<file path="src/rtl/mux_scan_capture.sv">
// mux_scan_capture: walks the select of an N:1 1-bit mux, captures one bit per clock
// and presents the assembled N-bit word behind a valid/ready handshake.
//   clk       in   rising-edge clock
//   rst_n     in   asynchronous active-low reset
//   start     in   request one scan (sampled in IDLE and HOLD only)
//   cont      in   continuous mode: rescan after every accepted word
//   sel       out  registered mux select, always < NUM_OF_INPUTS
//   f         in   mux output for the current sel
//   data_out  out  captured word, bit k = f seen while sel==k
//   out_valid out  data_out holds a complete word
//   out_ready in   downstream accepts the word
//   busy      out  high while scanning
module mux_scan_capture #(
    parameter int NUM_OF_INPUTS = 5,
    parameter int SEL_W = $clog2(NUM_OF_INPUTS)
) (
    input  logic                     clk,
    input  logic                     rst_n,
    input  logic                     start,
    input  logic                     cont,
    output logic [SEL_W-1:0]         sel,
    input  logic                     f,
    output logic [NUM_OF_INPUTS-1:0] data_out,
    output logic                     out_valid,
    input  logic                     out_ready,
    output logic                     busy
);
    typedef enum logic [1:0] {IDLE, SCAN, HOLD} state_t;
    localparam logic [SEL_W-1:0] LAST = SEL_W'(NUM_OF_INPUTS - 1);
    state_t                   state_q, state_d;
    logic [SEL_W-1:0]         cnt_q, cnt_d;
    logic [NUM_OF_INPUTS-1:0] shadow_q, shadow_d;
    logic [NUM_OF_INPUTS-1:0] data_q, data_d;
    logic                     valid_q, valid_d;
    logic                     busy_q, busy_d;
    logic                     req;
    assign req = start | cont;
    always_comb begin
        state_d  = state_q;
        cnt_d    = cnt_q;
        shadow_d = shadow_q;
        data_d   = data_q;
        valid_d  = valid_q;
        case (state_q)
            IDLE: begin
                if (req) begin
                    state_d = SCAN;
                    cnt_d   = '0;
                end
            end
            SCAN: begin
                shadow_d[cnt_q] = f;
                if (cnt_q == LAST) begin
                    // The last bit goes straight from f into the word; shadow
                    // only holds it after this edge.
                    data_d  = {f, shadow_q[NUM_OF_INPUTS-2:0]};
                    valid_d = 1'b1;
                    cnt_d   = '0;
                    state_d = HOLD;
                end else begin
                    cnt_d = cnt_q + 1'b1;
                end
            end
            HOLD: begin
                // Requests only count on the handshake edge; nothing is latched while stalled.
                if (out_ready) begin
                    valid_d = 1'b0;
                    state_d = req ? SCAN : IDLE;
                end
            end
            default: state_d = IDLE;
        endcase
        busy_d = (state_d == SCAN);
    end
    always_ff @(posedge clk or negedge rst_n) begin
        if (!rst_n) begin
            state_q  <= IDLE;
            cnt_q    <= '0;
            shadow_q <= '0;
            data_q   <= '0;
            valid_q  <= 1'b0;
            busy_q   <= 1'b0;
        end else begin
            state_q  <= state_d;
            cnt_q    <= cnt_d;
            shadow_q <= shadow_d;
            data_q   <= data_d;
            valid_q  <= valid_d;
            busy_q   <= busy_d;
        end
    end
    // The select is the scan counter itself, so sel==cnt holds by construction.
    assign sel       = cnt_q;
    assign data_out  = data_q;
    assign out_valid = valid_q;
    assign busy      = busy_q;
endmodule

</file>
<file path="config.mk">
export PLATFORM = sky130hd
export DESIGN_NAME = mux_scan_capture
export DESIGN_NICKNAME = d
export VERILOG_FILES = /design/src/rtl/mux_scan_capture.sv
export SDC_FILE = /design/constraint.sdc
export NUM_CORES = 1
export LEC_CHECK = 0
export CAP_MARGIN = 20
export CORE_MARGIN = 3
export CORE_UTILIZATION = 45
export CTS_BUF_LIST = sky130_fd_sc_hd__clkbuf_8
export CTS_CLUSTER_DIAMETER = 150
export CTS_CLUSTER_SIZE = 25
export DETAILED_ROUTE_END_ITERATION = 10
export PLACE_DENSITY = 0.81
export SYNTH_ARGS = -nofsm -noshare
export SYNTH_HDL_FRONTEND = slang
export SYNTH_SLANG_ARGS = --single-unit
</file>
<file path="constraint.sdc">
create_clock -name clk -period 1.8 [get_ports clk]
set_input_delay 0.27 -clock clk [delete_from_list [all_inputs] [get_ports clk]]
set_output_delay 0.27 -clock clk [all_outputs]
set_load 0.02 [all_outputs]
</file>
Word level (Yosys, flattened, before mapping)
Index checks and enable logic that the tools add are counted. W data, S select, Z words.

Reduce and logical (&&, ||, !) cells: 7. Equality and inequality tests: 7. Bitwise gates (word level): 1. Muxes and demuxes: 14. Order comparisons: 2. $add $sub $neg: 1.

Operators with widths (count): $mux W2 (3); $mux W3 (2); $ne A2 B2 Y1 const B (3); $pmux W2 S3 (1); $pmux W3 S2 (1); $bwmux W5 (1); $eq A2 B1 Y1 const B (2); $lt A3 B4 Y1 const B (1); $mux W1 (4); $reduce_and A2 Y1 (2); $reduce_bool A2 Y1 (2); $add A3 B1 Y3 const B (1); $demux W1 S3 (1); $eq A3 B3 Y1 const B (1); $ge A3 B1 Y1 const B (1); $reduce_and A3 Y1 (1); $eq A2 B2 Y1 const B (1); $logic_not A2 Y1 (1); $pmux W1 S2 (1); $logic_and A1 B1 Y1 (1); $or A1 B1 Y1 (1).

Logic and storage cells: 38. Bits of input ports: 6. Output and inout bits: 10. Register bits: 17.

Depth between registers and ports, before layout
Gate-level depths: netlist of run 1.

Word-level depth: 5. Depth in mapped cells: 5. Mapped depth without buffers: 5.

Worst setup path before layout of run 1
Ideal clock, no wire load.

Path kind: register to register. Start: register cnt_q[0] (netlist: sel[0]). End: register data_q[0] (netlist: data_out[0]). Path slack: 0.343 ns. Data arrival time: 1.332 ns. Clock period less this slack: 1.457 ns. Buffers on the path: 0. Stages on the path, launching flop included: 5. Library setup time: 0.125 ns. Data required time: 1.675 ns. Cells stage by stage: dfrtp_1 -> inv_1 -> ha_1 -> nand3_4 -> mux2_2.

Word-level cells in the longest chain between the ends: 2.

RTL lines: from (decl) (line 31) `logic [SEL_W-1:0] cnt_q, cnt_d;`; from (signal assigned) (line 85) `cnt_q <= cnt_d;`; $eq A3 B3 Y1 (line 53) `if (cnt_q == LAST) begin`; $reduce_and A2 Y1 (no line); to (signal assigned) (line 87) `data_q <= data_d;`; to (decl) (line 33) `logic [NUM_OF_INPUTS-1:0] data_q, data_d;`.

Every way passes these cells. A chain may end at the register's enable or synchronous reset.

Worst setup path after layout of run 1
Start: register cnt_q[2] (netlist: sel[2]). End: output sel[2].

RTL lines: to (decl) (line 21) `output logic [SEL_W-1:0] sel,`.

No word-level cell between the ends.

==> results of run 1 <==
## kinds of logic after synthesis
logic type                 count (synthesis)  share of synthesized area, %
DFF                                       16                         55.56
and+or+nand+nor                           14                         13.02
AOI/OAI and AO/OA                         11                         11.63
muxes                                      9                         14.06
buffers and inverters                      4                         2.256
adders and majority gates                  2                         3.472
## final timing paths
kind	start	to	slack, ps	depth (start not counted)
worst max-delay path	sel[2]	sel[2]	70	1
worst min-delay path	rst_n	sel[2]	330	2
worst max register to register	sel[0]	data_out[1]	360	4
worst min register to register	shadow_q[2]	shadow_q[2]	490	1
max in group asynchronous	rst_n	busy	1290	2
min in group clk	shadow_q[2]	shadow_q[2]	490	1
## metal layers
metal	track usage (%)	up-vias	part of all wire [%]
met2	22.53	11	49
li1	-	245	-
met5	0	-	0
met3	5.929	4	4.2
met4	11.93	0	2.7
met1	14.93	249	44
## where the power goes
group | internal (W) | switching [W]
Sequential | 0.000525 | 0.000133
Clock | 0.000148 | 0.000116
Combinational | 0.000439 | 0.000353
Total | 0.00111 | 0.000602
## cell usage after synthesis
| cell | instances | share of area (%) |
|---|---|---|
| o31ai_1 | 2 | 2.1 |
| a32o_1 | 1 | 1.4 |
| o22ai_1 | 2 | 1.7 |
| o21ba_2 | 1 | 1.4 |
| nor4b_2 | 1 | 2.1 |
| dfrtp_1 | 16 | 56 |
| mux2_2 | 8 | 13 |
| and2b_4 | 1 | 1.4 |
| mux2_1 | 1 | 1.6 |
| nand2b_1 | 1 | 0.87 |
| buf_2 | 1 | 0.69 |
| nor2_1 | 5 | 2.6 |
| nand2_1 | 2 | 1.0 |
| inv_1 | 3 | 1.6 |
| nand3_4 | 1 | 2.4 |
| nand4b_1 | 1 | 1.2 |
| a22o_1 | 3 | 3.6 |
| a21oi_1 | 1 | 0.69 |
| nand3_1 | 2 | 1.4 |
| o21ai_0 | 1 | 0.69 |
| ha_1 | 2 | 3.5 |
## final cells by class
type,instances,area [um^2],share of cell area [%]
Clock buffer,3,41.29,4.424
Timing Repair Buffer,16,157.7,16.89
Inverter,3,11.26,1.206
Sequential cell,16,400.4,42.90
Multi-Input combinational cell,36,304.0,32.57
Tap cell,15,18.77,2.011
## sequential cells by signal (all words and copies together), names as in the netlist
name	count
busy	1
data_out	5
out_valid	1
sel	3
shadow_q	4
state_q	2
## metrics by stage
step	cell area [um^2]	hold slack, ps	std cells
after global placement	892.1	467.7	86
after detailed placement	892.1	485.8	86
final	933.4	325.4	89
after CTS	933.4	333.8	89
after floorplan	720.7	-25.59	56
after global routing	933.4	354.4	89
==> flow_summary.yaml, run 1 <==
outcome:
  status: "completed"
floorplan:
  die_x_um: 46.02
  start_util_pct: 51.52
  die-area_um2: 2118
  io_pins: 16
  rows: 13
  core_um2: 1399
  die_h_um: 46.02
worst_setup_path:
  crit_type: "flip-flop to output pin"
  cp_max_fo: 9
  crit_chain: "clkdlybuf4s50_1"
  start_kind: "flip-flop"
  cp_slowest_cell: "clkdlybuf4s50_1"
  cp_top_family: "buffers and inverters"
  cp_data_arrival_time_ps: 1460
  critPathBufInv: 1
  slowest_delay_ps: 670
  cp.required_ps: 1530
  endpoint_kind: "output pin"
finish:
  layout_commonest_cell: "dfrtp_1"
  fin_nets: 84
  final_core_util_pct: 66.73
  layout_common_cells: "16 x dfrtp_1, 15 x clkdlybuf4s50_1, 8 x mux2_2"
  area_delta_synth_final_pct: 29.51
  n_fill_cell: 111
  post_route_cells_drive_above_1_share_pct: 21.62
  antenna_cells: 0
routing:
  drc: 0
  drt-total-wl_mm: 1.240
  viasPerCell: 5.719
  drt-initial-drc-count: 7
  drtPass1Iterations: 4
  ant_nets: 0
  vias: 509
  wl_per_cell_um: 13.93
placed_design:
  gp_congestion: 0.8015
  port_buffers: 15
  pre_cts_ws_ps: 337.2
  dpl.hpwl_um: 924.5
power:
  power_density_nw_per_um2: 1836
  ir_worst_vdd_uv: 854.5
  power_w: 0.001714
  p_leak_nw: 0.3881
timing:
  relSlewSlack_pct: 72.81
  fin_crit_sh_pct: 95.90
  maxSlewViolCount: 0
  setup_viol: 0
  setup_tns_ps: 0
  postLayoutSetupSlackWorst_ps: 73.80
  skew_ps: 5.994
  tightest_slew_ps: 404.4
  hold_viol_final: 0
  rsz0062_at_grt: "no"
  timing.fmax_ghz: 0.5793
  fin_crit_ps: 1726
clocking:
  clockBufferDepth: 2
  postCtsSetupBuffers: 0
  cts_tree: "done"
  cts.sinks: 16
  cts_resized: 0
  cts_buffers: 3
  cts_hold_buf: 0
  path_clk_slew_ps: 60
  h-tree-depth: 1
  root_buffer: "clkbuf_8"
  insertion_delay_ps: 250
run:
  maxCapViolCount: 0
global_routing:
  grt_pass1_wl_mm: 1.987
  grt_usage_pct: 14.47
  grt.overflow.total: 0
  grt_antenna_before_repair: 0
  grt_start_max_net_pins: 17
  grt_pass1_vias: 465
synth:
  ys_seq_area_share_pct: 55.56
  syn_area_per_cell_um2: 12.87
  syn_nets: 64
  synthCells: 56
  netlist_area_um2: 720.7
  synth_seq_cells: 16
  synth_warnings: 0
  ys_types: 21
hold_path:
  hold_path.class: "input port to async pin"
No activity file was read; power rests on OpenSTA's default activity.
==> run 2, diff against run 1 <==
--- a/config.mk
+++ b/config.mk
@@ -12,6 +12,7 @@
 export CTS_CLUSTER_DIAMETER = 150
 export CTS_CLUSTER_SIZE = 25
 export DETAILED_ROUTE_END_ITERATION = 10
+export GPL_TIMING_DRIVEN = 0
 export PLACE_DENSITY = 0.81
 export SYNTH_ARGS = -nofsm -noshare
 export SYNTH_HDL_FRONTEND = slang
==> run 2 against run 1 <==
Against the previous run:
- clock-buffer cell count increased by 1
- wire length rose by 3.8%
- setup slack improved by 70 ps
- clock skew decreased by 3.2 ps
- sequential share of layout area fell by 0.51 points
- critical path depth unchanged
- first-iteration DRC count rose by 29%
- design area rose by 1.2%
- fmax is 4.3% higher
- utilization increased by 0.81 points
- final cell count grew 1.1%
- non-clock buffer count unchanged
- critical path type unchanged
- largest power group unchanged
==> flow_summary.yaml, run 2 (synthesis results as in run 1) <==
floorplan:
  die-area_um2: 2118
  core_um2: 1399
  io_pins: 16
  start_util_pct: 51.52
  die_x_um: 46.02
  rows: 13
  die_h_um: 46.02
worst_setup_path:
  rr_worst_depth: 4
  cp_top_family: "buffers and inverters"
  crit_type: "flip-flop to output pin"
  cp_data_arrival_time_ps: 1390
  r2r-start: "sel[0]"
  crit_chain: "clkdlybuf4s50_1"
  slowest_delay_ps: 660
  reg2reg_to: "data_out[4]"
  cp.required_ps: 1530
  critPathBufInv: 1
  start_kind: "flip-flop"
  endpoint_kind: "output pin"
  cp_slowest_cell: "clkdlybuf4s50_1"
  cp_max_fo: 8
  reg2reg_slack_ps: 330
placed_design:
  dp_cells: 86
  port_buffers: 15
  gp_congestion: 0.7395
  dpl.hpwl_um: 905.7
timing:
  maxSlewViolCount: 0
  relSlewSlack_pct: 53.58
  timing.fmax_ghz: 0.6040
  fin_crit_sh_pct: 91.98
  tightest_slew_ps: 694.1
  setup_tns_ps: 0
  skew_ps: 2.807
  fin_crit_ps: 1656
  hold_slack_ps: 444.0
  rsz0062_at_grt: "no"
  setup_viol: 0
  hold_viol_final: 0
finish:
  layout_commonest_cell: "dfrtp_1"
  post_route_cells_drive_above_1_share_pct: 22.67
  layout_common_cells: "16 x dfrtp_1, 15 x clkdlybuf4s50_1, 8 x mux2_2"
  n_fill_cell: 107
  largest_reg_flops: 5
  area_delta_synth_final_pct: 31.08
  antenna_cells: 0
  fin_nets: 84
  final_core_util_pct: 67.53
  fin_cells: 90
power:
  ir_worst_vdd_uv: 954.9
  power_density_nw_per_um2: 1883
  p_leak_nw: 0.3956
routing:
  drtPass1Iterations: 4
  wl_per_cell_um: 14.30
  vias: 488
  drc: 0
  viasPerCell: 5.422
  drt-total-wl_mm: 1.287
  ant_nets: 0
  drt-initial-drc-count: 9
global_routing:
  grt_start_max_net_pins: 17
  grt_antenna_before_repair: 0
  grt_pass1_wl_mm: 2.159
  grt_usage_pct: 14.69
  grt_pass1_vias: 511
  grt.overflow.total: 0
clocking:
  path_clk_slew_ps: 60
  clockBufferDepth: 2
  cts_resized: 0
  cts_buffers: 3
  cts_hold_buf: 0
  h-tree-depth: 1
  cts.sinks: 16
  postCtsSetupBuffers: 0
  root_buffer: "clkbuf_8"
  insertion_delay_ps: 240
  cts_tree: "done"
outcome:
  status: "completed"
run:
  maxCapViolCount: 0
hold_path:
  hold_path.class: "input port to async pin"
==> run 2: where the power goes <==
part | leakage, nW | switching (W) | internal (W)
clock network | 0.0288 | 0.000117 | 0.000194
logic | 0.178 | 0.000383 | 0.000443
registers | 0.189 | 0.000118 | 0.000524
total | 0.396 | 0.000618 | 0.00116
==> run 2: through the flow <==
step | setup WS, ps | total power (W) | cell area [um^2]
2_1_floorplan | 342.8 | 0.001168 | 720.7
3_3_place_gp | 370.4 | 0.001448 | 889.6
3_5_place_dp | 341.2 | 0.001472 | 889.6
4_1_cts | 137.0 | 0.001803 | 944.7
5_1_grt | 78.23 | 0.001894 | 944.7
6_report | 144.3 | 0.001779 | 944.7
==> run 2: cell type report <==
cell class	count	area (um^2)	area share, %
plain buffers	1	5.005	0.5298
multi-input cells	36	304.0	32.19
clock buffers	4	55.05	5.828
well taps	15	18.77	1.987
flip-flops and latches	16	400.4	42.38
inverters	3	11.26	1.192
repair buffers	15	150.1	15.89
==> run 2: worst max-delay path by stage <==
stage               startpoint          end  slack [ps]  cells after the start
floorplan               sel[0]  data_out[0]         340                      4
global placement        sel[0]  data_out[1]         370                      4
detailed placement      sel[0]  data_out[4]         340                      4
CTS                     sel[0]       sel[0]         140                      1
global route            sel[0]       sel[0]          80                      1
finish                  sel[0]       sel[0]         140                      1
==> run 2: metal layers <==
| metal | global-route usage, % | part of all wire, % |
|---|---|---|
| met1 | 17.57 | 44 |
| met2 | 23.63 | 52 |
| met3 | 3.557 | 3.0 |
| met4 | 8.523 | 0.85 |
| met5 | 0 | 0 |
